$ cat config.mk
export PLATFORM = sky130hd
export DESIGN_NAME = mem_lane_ctrl
export DESIGN_NICKNAME = d
export VERILOG_FILES = /design/src/rtl/mem_lane_ctrl.sv
export SDC_FILE = /design/constraint.sdc
export NUM_CORES = 1
export LEC_CHECK = 0
export BUFFER_PORTS_ARGS = -buffer_cell sky130_fd_sc_hd__clkbuf_2
export CAP_MARGIN = 0
export CORE_MARGIN = 4
export CORE_UTILIZATION = 50
export CTS_CLUSTER_SIZE = 24
export DETAILED_ROUTE_END_ITERATION = 10
export PLACE_DENSITY = 0.79
export SLEW_MARGIN = 5
export SYNTH_ARGS = -nofsm -noshare
export SYNTH_HDL_FRONTEND = slang
export SYNTH_SLANG_ARGS = --single-unit
$ cat constraint.sdc
create_clock -name clk -period 2.6 [get_ports clk]
set_input_delay 0.39 -clock clk [delete_from_list [all_inputs] [get_ports clk]]
set_output_delay 0.39 -clock clk [all_outputs]
set_load 0.02 [all_outputs]
$ cat src/rtl/mem_lane_ctrl.sv
// mem_lane_ctrl: CPU load/store front end for a 32-bit word RAM split
// into two 16-bit byte lanes (lo = bytes 0,1; hi = bytes 2,3).
// Ports: clk/rst (sync, active-high); req_* CPU request (valid/ready);
// rsp_* one-cycle response pulse; ram_* lane RAM port (q combinational).
module mem_lane_ctrl #(
  parameter int ADDR_W = 10
) (
  input  logic              clk,
  input  logic              rst,
  input  logic              req_valid,
  output logic              req_ready,
  input  logic              req_we,
  input  logic [1:0]        req_size,
  input  logic              req_sign,
  input  logic [ADDR_W+1:0] req_addr,
  input  logic [31:0]       req_wdata,
  output logic              rsp_valid,
  output logic [31:0]       rsp_rdata,
  output logic              rsp_err,
  output logic [ADDR_W-1:0] ram_addr,
  output logic              ram_we,
  output logic              ram_sel_lo,
  output logic              ram_sel_hi,
  output logic [15:0]       ram_d_lo,
  output logic [15:0]       ram_d_hi,
  input  logic [15:0]       ram_q_lo,
  input  logic [15:0]       ram_q_hi
);

  typedef enum logic [1:0] {IDLE, RD, WR, RESP} state_t;

  state_t            state;
  logic              we_r;
  logic              sign_r;
  logic              err_r;
  logic [1:0]        size_r;
  logic [1:0]        off_r;
  logic [ADDR_W-1:0] waddr_r;
  logic [31:0]       wdata_r;
  logic [31:0]       cap_r;

  logic              req_err;
  logic [15:0]       lane;
  logic [31:0]       shifted;

  always_comb begin
    unique case (req_size)
      2'b00:   req_err = 1'b0;
      2'b01:   req_err = req_addr[0];
      2'b10:   req_err = |req_addr[1:0];
      default: req_err = 1'b1;
    endcase
  end

  always_ff @(posedge clk) begin
    if (rst) begin
      state   <= IDLE;
      we_r    <= 1'b0;
      sign_r  <= 1'b0;
      err_r   <= 1'b0;
      size_r  <= 2'b00;
      off_r   <= 2'b00;
      waddr_r <= '0;
      wdata_r <= '0;
      cap_r   <= '0;
    end else begin
      unique case (state)
        IDLE: begin
          if (req_valid) begin
            we_r    <= req_we;
            sign_r  <= req_sign;
            err_r   <= req_err;
            size_r  <= req_size;
            off_r   <= req_addr[1:0];
            waddr_r <= req_addr[ADDR_W+1:2];
            wdata_r <= req_wdata;
            // byte stores need the old lane for the merge
            if (req_err)
              state <= RESP;
            else if (!req_we || req_size == 2'b00)
              state <= RD;
            else
              state <= WR;
          end
        end
        RD: begin
          cap_r <= {ram_q_hi, ram_q_lo};
          state <= we_r ? WR : RESP;
        end
        WR:      state <= RESP;
        RESP:    state <= IDLE;
        default: state <= IDLE;
      endcase
    end
  end

  always_comb begin
    req_ready  = (state == IDLE);
    rsp_valid  = (state == RESP);
    rsp_err    = (state == RESP) && err_r;
    rsp_rdata  = '0;
    ram_addr   = '0;
    ram_we     = 1'b0;
    ram_sel_lo = 1'b0;
    ram_sel_hi = 1'b0;
    ram_d_lo   = '0;
    ram_d_hi   = '0;
    lane       = off_r[1] ? cap_r[31:16] : cap_r[15:0];
    shifted    = cap_r >> {off_r, 3'b000};

    if (state == RD || state == WR)
      ram_addr = waddr_r;

    if (state == WR) begin
      ram_we = 1'b1;
      unique case (size_r)
        2'b10: begin
          ram_sel_lo = 1'b1;
          ram_sel_hi = 1'b1;
          ram_d_lo   = wdata_r[15:0];
          ram_d_hi   = wdata_r[31:16];
        end
        2'b01: begin
          ram_sel_lo = ~off_r[1];
          ram_sel_hi = off_r[1];
          ram_d_lo   = off_r[1] ? 16'h0 : wdata_r[15:0];
          ram_d_hi   = off_r[1] ? wdata_r[15:0] : 16'h0;
        end
        default: begin
          if (off_r[0])
            lane[15:8] = wdata_r[7:0];
          else
            lane[7:0] = wdata_r[7:0];
          ram_sel_lo = ~off_r[1];
          ram_sel_hi = off_r[1];
          ram_d_lo   = off_r[1] ? 16'h0 : lane;
          ram_d_hi   = off_r[1] ? lane : 16'h0;
        end
      endcase
    end

    if (state == RESP && !err_r && !we_r) begin
      unique case (size_r)
        2'b00:
          rsp_rdata = {{24{sign_r & shifted[7]}}, shifted[7:0]};
        2'b01:
          rsp_rdata = {{16{sign_r & shifted[15]}}, shifted[15:0]};
        default:
          rsp_rdata = cap_r;
      endcase
    end
  end

endmodule

==> summary.md, run 1 <==
| Metric | Value |
|---|---|
| Layout cells sized above 1 | `30.6%` |
| Vias | `5,083` |
| Worst min-delay path class | `input pin to register` |
| Top_reg_cell synth | `dfxtp_1` |
| Multi-input combinational cell area | `2900 um2` |
| Number of CTS-inserted buffers | `9` |
| Sink Count | `83` |
| Die ar. | `11,400 um2` |
| CP max stage delay | `0.41 ns` |
| Die Y | `107 um` |
| YS warnings | `0` |
| CP arrival | `2.16 ns` |
| Met3 GRT Util | `5.24%` |
| Worst Max-Slew Pin Slew | `0.814 ns` |
| Seq/Total Area, Yosys | `34.2%` |
| Area grow syn2layout | `22.9%` |
| Overall global routing resource usage | `26.0%` |
| Pint | `2.88 mW` |
| H-tree level count | `3` |
| Kind of cell adding the most delay to the critical path | `multiplexers` |
| Distinct cells, synth | `46` |
| Switching power | `2.29 mW` |
| Crit-path max FO | `44` |
| Clk_lat worst skew | `0.36 ns` |
| Syn Nets | `720` |
| Seq pwr share | `34.7%` |
| DP HPWL | `11,300 um` |
| Port Buffers | `162` |
| Chip width | `107 um` |
| Critical path buffer and inverter count | `2` |
| Pleak | `2.37 nW` |
| Starting Density | `51.9%` |
| Met2 usage | `43.6%` |
| Nets@finish | `861` |
| Slowest CP cell | `mux2_2` |
| Worst rel slew slack | `45.8%` |
| FF/Latch Area | `1660 um2` |
| First-pass GRT wire length | `23,900 um` |
| Clock power share | `16.6%` |
| Setup Skew | `0.00826 ns` |
| WL per Instance | `16.9 um` |
| Synth Register Bits | `83` |
| Worst vdd ir | `0.000457 V` |
| CP required | `2.21 ns` |
| RSZ-0062 raised after global routing | `false` |
| Via-per-instance ratio | `5.62` |
| CP dominant cell by count | `mux2_2` |
| CTS root buffer | `clkbuf_8` |
| Logic pwr share | `48.8%` |
| Clk slew on worst S/H paths | `0.09 ns` |
| Core area | `9370 um2` |
| GR Util met1 | `34.4%` |
| I/O pin cnt | `163` |
| Ant. Diodes | `0` |
| Row Count | `35` |
| Filler cell count | `884` |
| Post-synth ARST share | `0%` |
| Power per standard cell area | `866 nW/um2` |
| # placed instances | `884` |
| Final Cycle Share | `98.1%` |
| Drt total wl | `15,300 um` |
| GP Congestion | `0.896` |
| Vias in the first global route | `4,829` |
| Number of synthesized flops with an enable pin | `0` |
| Avg Inst Size Synth | `7.71 um2` |
| Crit-path cells | `buf_12 > mux2_2 > mux2_2 > a22oi_1 > nor2b_1 > clkbuf_2` |
| CTS tree | `built` |
| Final setup fails | `0` |
| Global route overflow | `0` |
| Crit path kind | `register to output pin` |
| Fin. max-slew vios | `0` |
| Max Cap Violations | `0` |
| Most Crowded Layer GR | `met2` |
| Setup TNS | `0 ns` |
| Status | `finished, final reports clean` |
| First-iteration detailed-routing DRC count | `422` |
| Post-route ant nets | `0` |
| Largest net degree at the start of global routing | `57` |
| Final Hold Fails | `0` |
| Max clock buf depth | `2` |
| Synth Cell Area | `4860 um2` |
| Drt drc | `0` |
| Tmin final | `2.55 ns` |
| Sw frac | `44.3%` |
| Critical Path End Type | `output pin` |
| Fmax | `0.392 GHz` |
| CP Launch Type | `register` |
| DR pass1 iterations | `6` |
| Antenna violations before repair | `0` |
| Final non-filler cell total | `904` |
| Cells after synthesis | `630` |
per-stage QoR:
step	total power [mW]	cell area, um2	utilization, %	hold WS (ns)	setup WS, ns
after detailed placement	4.25	5720	61.0	0.442	0.339
after global placement	4.17	5720	61.0	0.438	0.449
after global routing	5.50	5970	63.7	0.229	0.000576
after CTS	5.14	5920	63.2	0.235	0.00494
after floorplan	3.59	4860	-	0.432	0.483
final	5.17	5970	63.7	0.245	0.0500
state kept, by name, summed over array words and instances, names as in the netlist:
name,cells
cap_r,32
err_r,1
wdata_r,32
off_r,2
size_r,2
state,2
waddr_r,10
sign_r,1
we_r,1
routing by layer:
layer / up-vias / part of all wire (%)
li1: 2464 / -
met1: 2335 / 43
met2: 262 / 48
met3: 22 / 8.2
met4: 0 / 1.5
met5: - / 0
worst register-to-register path: cells and delay by family (launching register included):
kind                     cells  cell delay [ns]
adder cells (fa/ha/maj)      1             0.28
AND/OR/NAND/NOR              2             0.32
buffers and inverters        2             0.51
AO/OA/AOI/OAI                1             0.15
flip-flops                   1             0.33
logic make-up (layout without fill, tap and decap cells):
logic type	after synthesis	count (layout)	synth area share, %
multiplexers	58	58	12.5
AND/OR/NAND/NOR	243	243	21.5
flip-flops	83	83	34.2
buffers and inverters	63	208	6.49
AO/OA/AOI/OAI	176	176	23.5
adder cells (fa/ha/maj)	7	7	1.80
power by group through the flow:
stage               registers (mW)  clock network (mW)  logic [mW]
floorplan                     1.71                   0        1.88
global placement              1.80                   0        2.37
detailed placement            1.81                   0        2.44
CTS                           1.78               0.876        2.48
global route                  1.83               0.927        2.75
finish                        1.79               0.857        2.52
final cells by class:
| cell class | count | area share [%] |
|---|---|---|
| well taps | 129 | 2.70 |
| clock buffers | 10 | 2.30 |
| clock inverters | 5 | 0.649 |
| repair buffers | 186 | 17.5 |
| multi-input cells | 484 | 48.5 |
| flip-flops and latches | 83 | 27.9 |
| inverters | 6 | 0.440 |
| repair inverters | 1 | 0.0838 |
worst paths after layout:
path / start / end / slack [ns] / depth (start not counted)
max: off_r[1] / ram_d_lo[9] / 0.05 / 6
min: req_wdata[19] / wdata_r[19] / 0.24 / 3
max reg2reg: state[1] / wdata_r[29] / 0.93 / 6
min reg2reg: waddr_r[6] / waddr_r[6] / 0.46 / 2
placed cells by master, fill, tap and decap left out, types with 4 or more instances in the layout:
| cell | synthesis | routed |
|---|---|---|
| dfxtp_1 | 83 | 81 |
| a31oi_1 | 9 | 9 |
| a21oi_1 | 67 | 67 |
| and2_1 | 14 | 13 |
| o21ai_0 | 26 | 26 |
| mux2i_1 | 43 | 43 |
| ha_1 | 7 | 4 |
| mux2_2 | 12 | 12 |
| nand2_1 | 120 | 119 |
| clkbuf_2 | 2 | 161 |
| clkbuf_8 | 0 | 10 |
| o221ai_1 | 7 | 7 |
| nor2_1 | 74 | 74 |
| a22oi_1 | 30 | 30 |
| nand3b_1 | 9 | 9 |
| a211oi_1 | 13 | 13 |
| buf_4 | 2 | 20 |
| nor2b_1 | 18 | 17 |
| a22o_1 | 7 | 7 |
| clkinvlp_4 | 0 | 5 |
| inv_1 | 6 | 5 |
timing repair:
action	4_1_cts	5_1_grt
endpoints found under the hold margin	0	0
hold buffers	0	0
setup endpoints to repair	19	60
gates resized for setup	2	11
gates cloned	0	1
pin swaps	0	1
buffers inserted	1	3
synthesized netlist by cell type, types with 2 or more instances:
master,instances,share of area (%)
nand3_1,2,0.21
o21ai_0,26,2.7
a22o_1,7,1.3
nor2b_1,18,2.3
nand3b_1,9,1.4
o211ai_1,2,0.31
dfxtp_1,83,34
a21oi_1,67,6.9
mux2i_1,43,8.9
mux2_2,12,2.8
mux2_4,2,0.62
o21ai_1,2,0.21
buf_1,2,0.15
a22oi_2,2,0.51
nand2_1,120,9.3
clkbuf_2,2,0.21
and2_1,14,1.8
a31oi_1,9,1.2
buf_6,3,0.70
a22oi_1,30,4.6
a211oi_1,13,2.0
buf_4,2,0.31
o221ai_1,7,1.3
clkbuf_1,31,2.4
nor2_1,74,5.7
ha_1,7,1.8
buf_2,15,1.5
a211oi_2,3,0.77
inv_1,6,0.46
No activity file was read; power rests on OpenSTA's default activity.
==> run 2: changes to the inputs <==
- clock period: 2.6 -> 3.05 ns (I/O delays scaled with it)
==> run 2 against run 1 <==
Flip-flop and latch count is the same. Sequential power shrank 15%. Hold slack gained 0.078 ns. Critical path type unchanged.
==> summary.md, run 2 (synthesized netlist as in run 1, its figures left out) <==
| Metric | Value |
|---|---|
| DR pass1 iterations | `5` |
| Largest net degree at the start of global routing | `52` |
| DP HPWL | `11,100 um` |
| Final Cycle Share | `94.7%` |
| CP required | `2.59 ns` |
| Commonest non-fill, non-tap cells in the layout | `clkbuf_2, nand2_1, dfxtp_1, nor2_1, a21oi_1` |
| Port Buffers | `162` |
| WL per Instance | `16.6 um` |
| Core area | `9370 um2` |
| Reg2reg end | `cap_r[4]` |
| Slowest CP cell | `o21ai_2` |
| H-tree level count | `3` |
| Chip width | `107 um` |
| Area grow syn2layout | `20.6%` |
| Final setup fails | `0` |
| Number of CTS-inserted buffers | `9` |
| Dpl ws | `0.586 ns` |
| Critical Path End | `ram_d_hi[13]` |
| CP Launch Point | `size_r[0]` |
| Fin. max-slew vios | `0` |
| Power per standard cell area | `747 nW/um2` |
| Crit-path cells | `inv_1 > ha_1 > buf_4 > o21ai_2 > a211oi_1 > clkbuf_2` |
| Via-per-instance ratio | `5.64` |
| Pleak | `2.32 nW` |
| Vias | `5,043` |
| Sink Count | `83` |
| Global route overflow | `0` |
| Tmin final | `2.89 ns` |
| Clk_lat worst skew | `0.35 ns` |
| Post-CTS sizing | `0` |
| Post-route ant nets | `0` |
| Hold-fix buffers at CTS | `0` |
| Clk slew on worst S/H paths | `0.08 ns` |
| Die Y | `107 um` |
| Layout cells sized above 1 | `28.4%` |
| Worst vdd ir | `0.000378 V` |
| RR Startpoint | `state[1]` |
| Fmax | `0.346 GHz` |
| Worst rel slew slack | `45.0%` |
| CP Launch Type | `register` |
| Antenna violations before repair | `0` |
| Drt drc | `0` |
| Vias in the first global route | `4,798` |
| Starting Density | `51.9%` |
| CTS root buffer | `clkbuf_8` |
| Final Hold Fails | `0` |
| Row Count | `35` |
| Post-CTS setup buffers | `0` |
| RSZ-0062 raised after global routing | `false` |
| Max Cap Violations | `0` |
| CTS tree | `built` |
| First-pass GRT wire length | `23,400 um` |
| Setup TNS | `0 ns` |
| Nets@finish | `851` |
| Worst reg2reg path depth | `5` |
| Post-route setup slack | `0.161 ns` |
| GP Congestion | `0.955` |
| First-iteration detailed-routing DRC count | `467` |
| Worst min-delay path class | `input pin to register` |
| Setup Skew | `0.0102 ns` |
| Crit-path max FO | `33` |
| Crit path kind | `register to output pin` |
| CP arrival | `2.43 ns` |
| Overall global routing resource usage | `25.3%` |
| Ant. Diodes | `0` |
| R2r setup slk | `1.20 ns` |
| Regs by FF count | `cap_r (32), wdata_r (32), waddr_r (10)` |
| Die ar. | `11,400 um2` |
| I/O pin cnt | `163` |
| Most common cell after layout, fill and taps aside | `clkbuf_2` |
| Worst Max-Slew Pin Slew | `0.825 ns` |
| Critical Path End Type | `output pin` |
| CP max stage delay | `0.68 ns` |
| Drt total wl | `14,900 um` |
| Max clock buf depth | `2` |
| Status | `finished, final reports clean` |
-- run 2: report_power, final --
group	switching, mW	total [mW]	internal [mW]	leakage (nW)
logic	1.28	2.07	0.788	1.56
clock network	0.400	0.775	0.375	0.0816
registers	0.225	1.53	1.31	0.679
-- run 2: worst min-delay path by stage --
| stage | from | endpoint | slack, ns | depth (start not counted) |
|---|---|---|---|---|
| finish | req_wdata[19] | wdata_r[19] | 0.32 | 3 |
| global route | req_wdata[28] | wdata_r[28] | 0.31 | 3 |
| CTS | req_wdata[28] | wdata_r[28] | 0.31 | 3 |
| detailed placement | waddr_r[6] | waddr_r[6] | 0.44 | 2 |
| global placement | waddr_r[0] | waddr_r[0] | 0.44 | 2 |
| floorplan | waddr_r[0] | waddr_r[0] | 0.43 | 2 |
-- run 2: per-stage QoR --
stage | cells | utilization [%] | area, um2 | hold WS, ns | power (mW)
global placement | 879 | 60.6 | 5680 | 0.438 | 3.54
floorplan | 630 | - | 4860 | 0.432 | 3.06
CTS | 894 | 62.6 | 5860 | 0.306 | 4.37
detailed placement | 879 | 60.6 | 5680 | 0.442 | 3.60
global route | 894 | 62.6 | 5860 | 0.311 | 4.66
finish | 894 | 62.6 | 5860 | 0.323 | 4.38
-- run 2: cell type report --
type	instances	area, um2
Clock buffer	11	131
Clock inverter	4	52.6
Multi-Input combinational cell	484	2890
Inverter	6	22.5
Tap cell	129	161
Fill cell	891	3510
Sequential cell	83	1660
Timing Repair Buffer	177	948
-- run 2: layer usage --
metal	part of all wire, %	vias up	global-route usage [%]
li1	-	2444	-
met1	43	2325	33.6
met2	48	254	42.4
met3	8.1	20	4.58
met4	1.5	0	6.94
met5	0	-	0
-- run 2: worst max-delay path, delay by kind of cell (launching register included) --
kind,cells,cell delay (ns)
compound gates,2,0.82
buf+inv,3,0.55
flops,1,0.38
fa+ha+maj,1,0.34
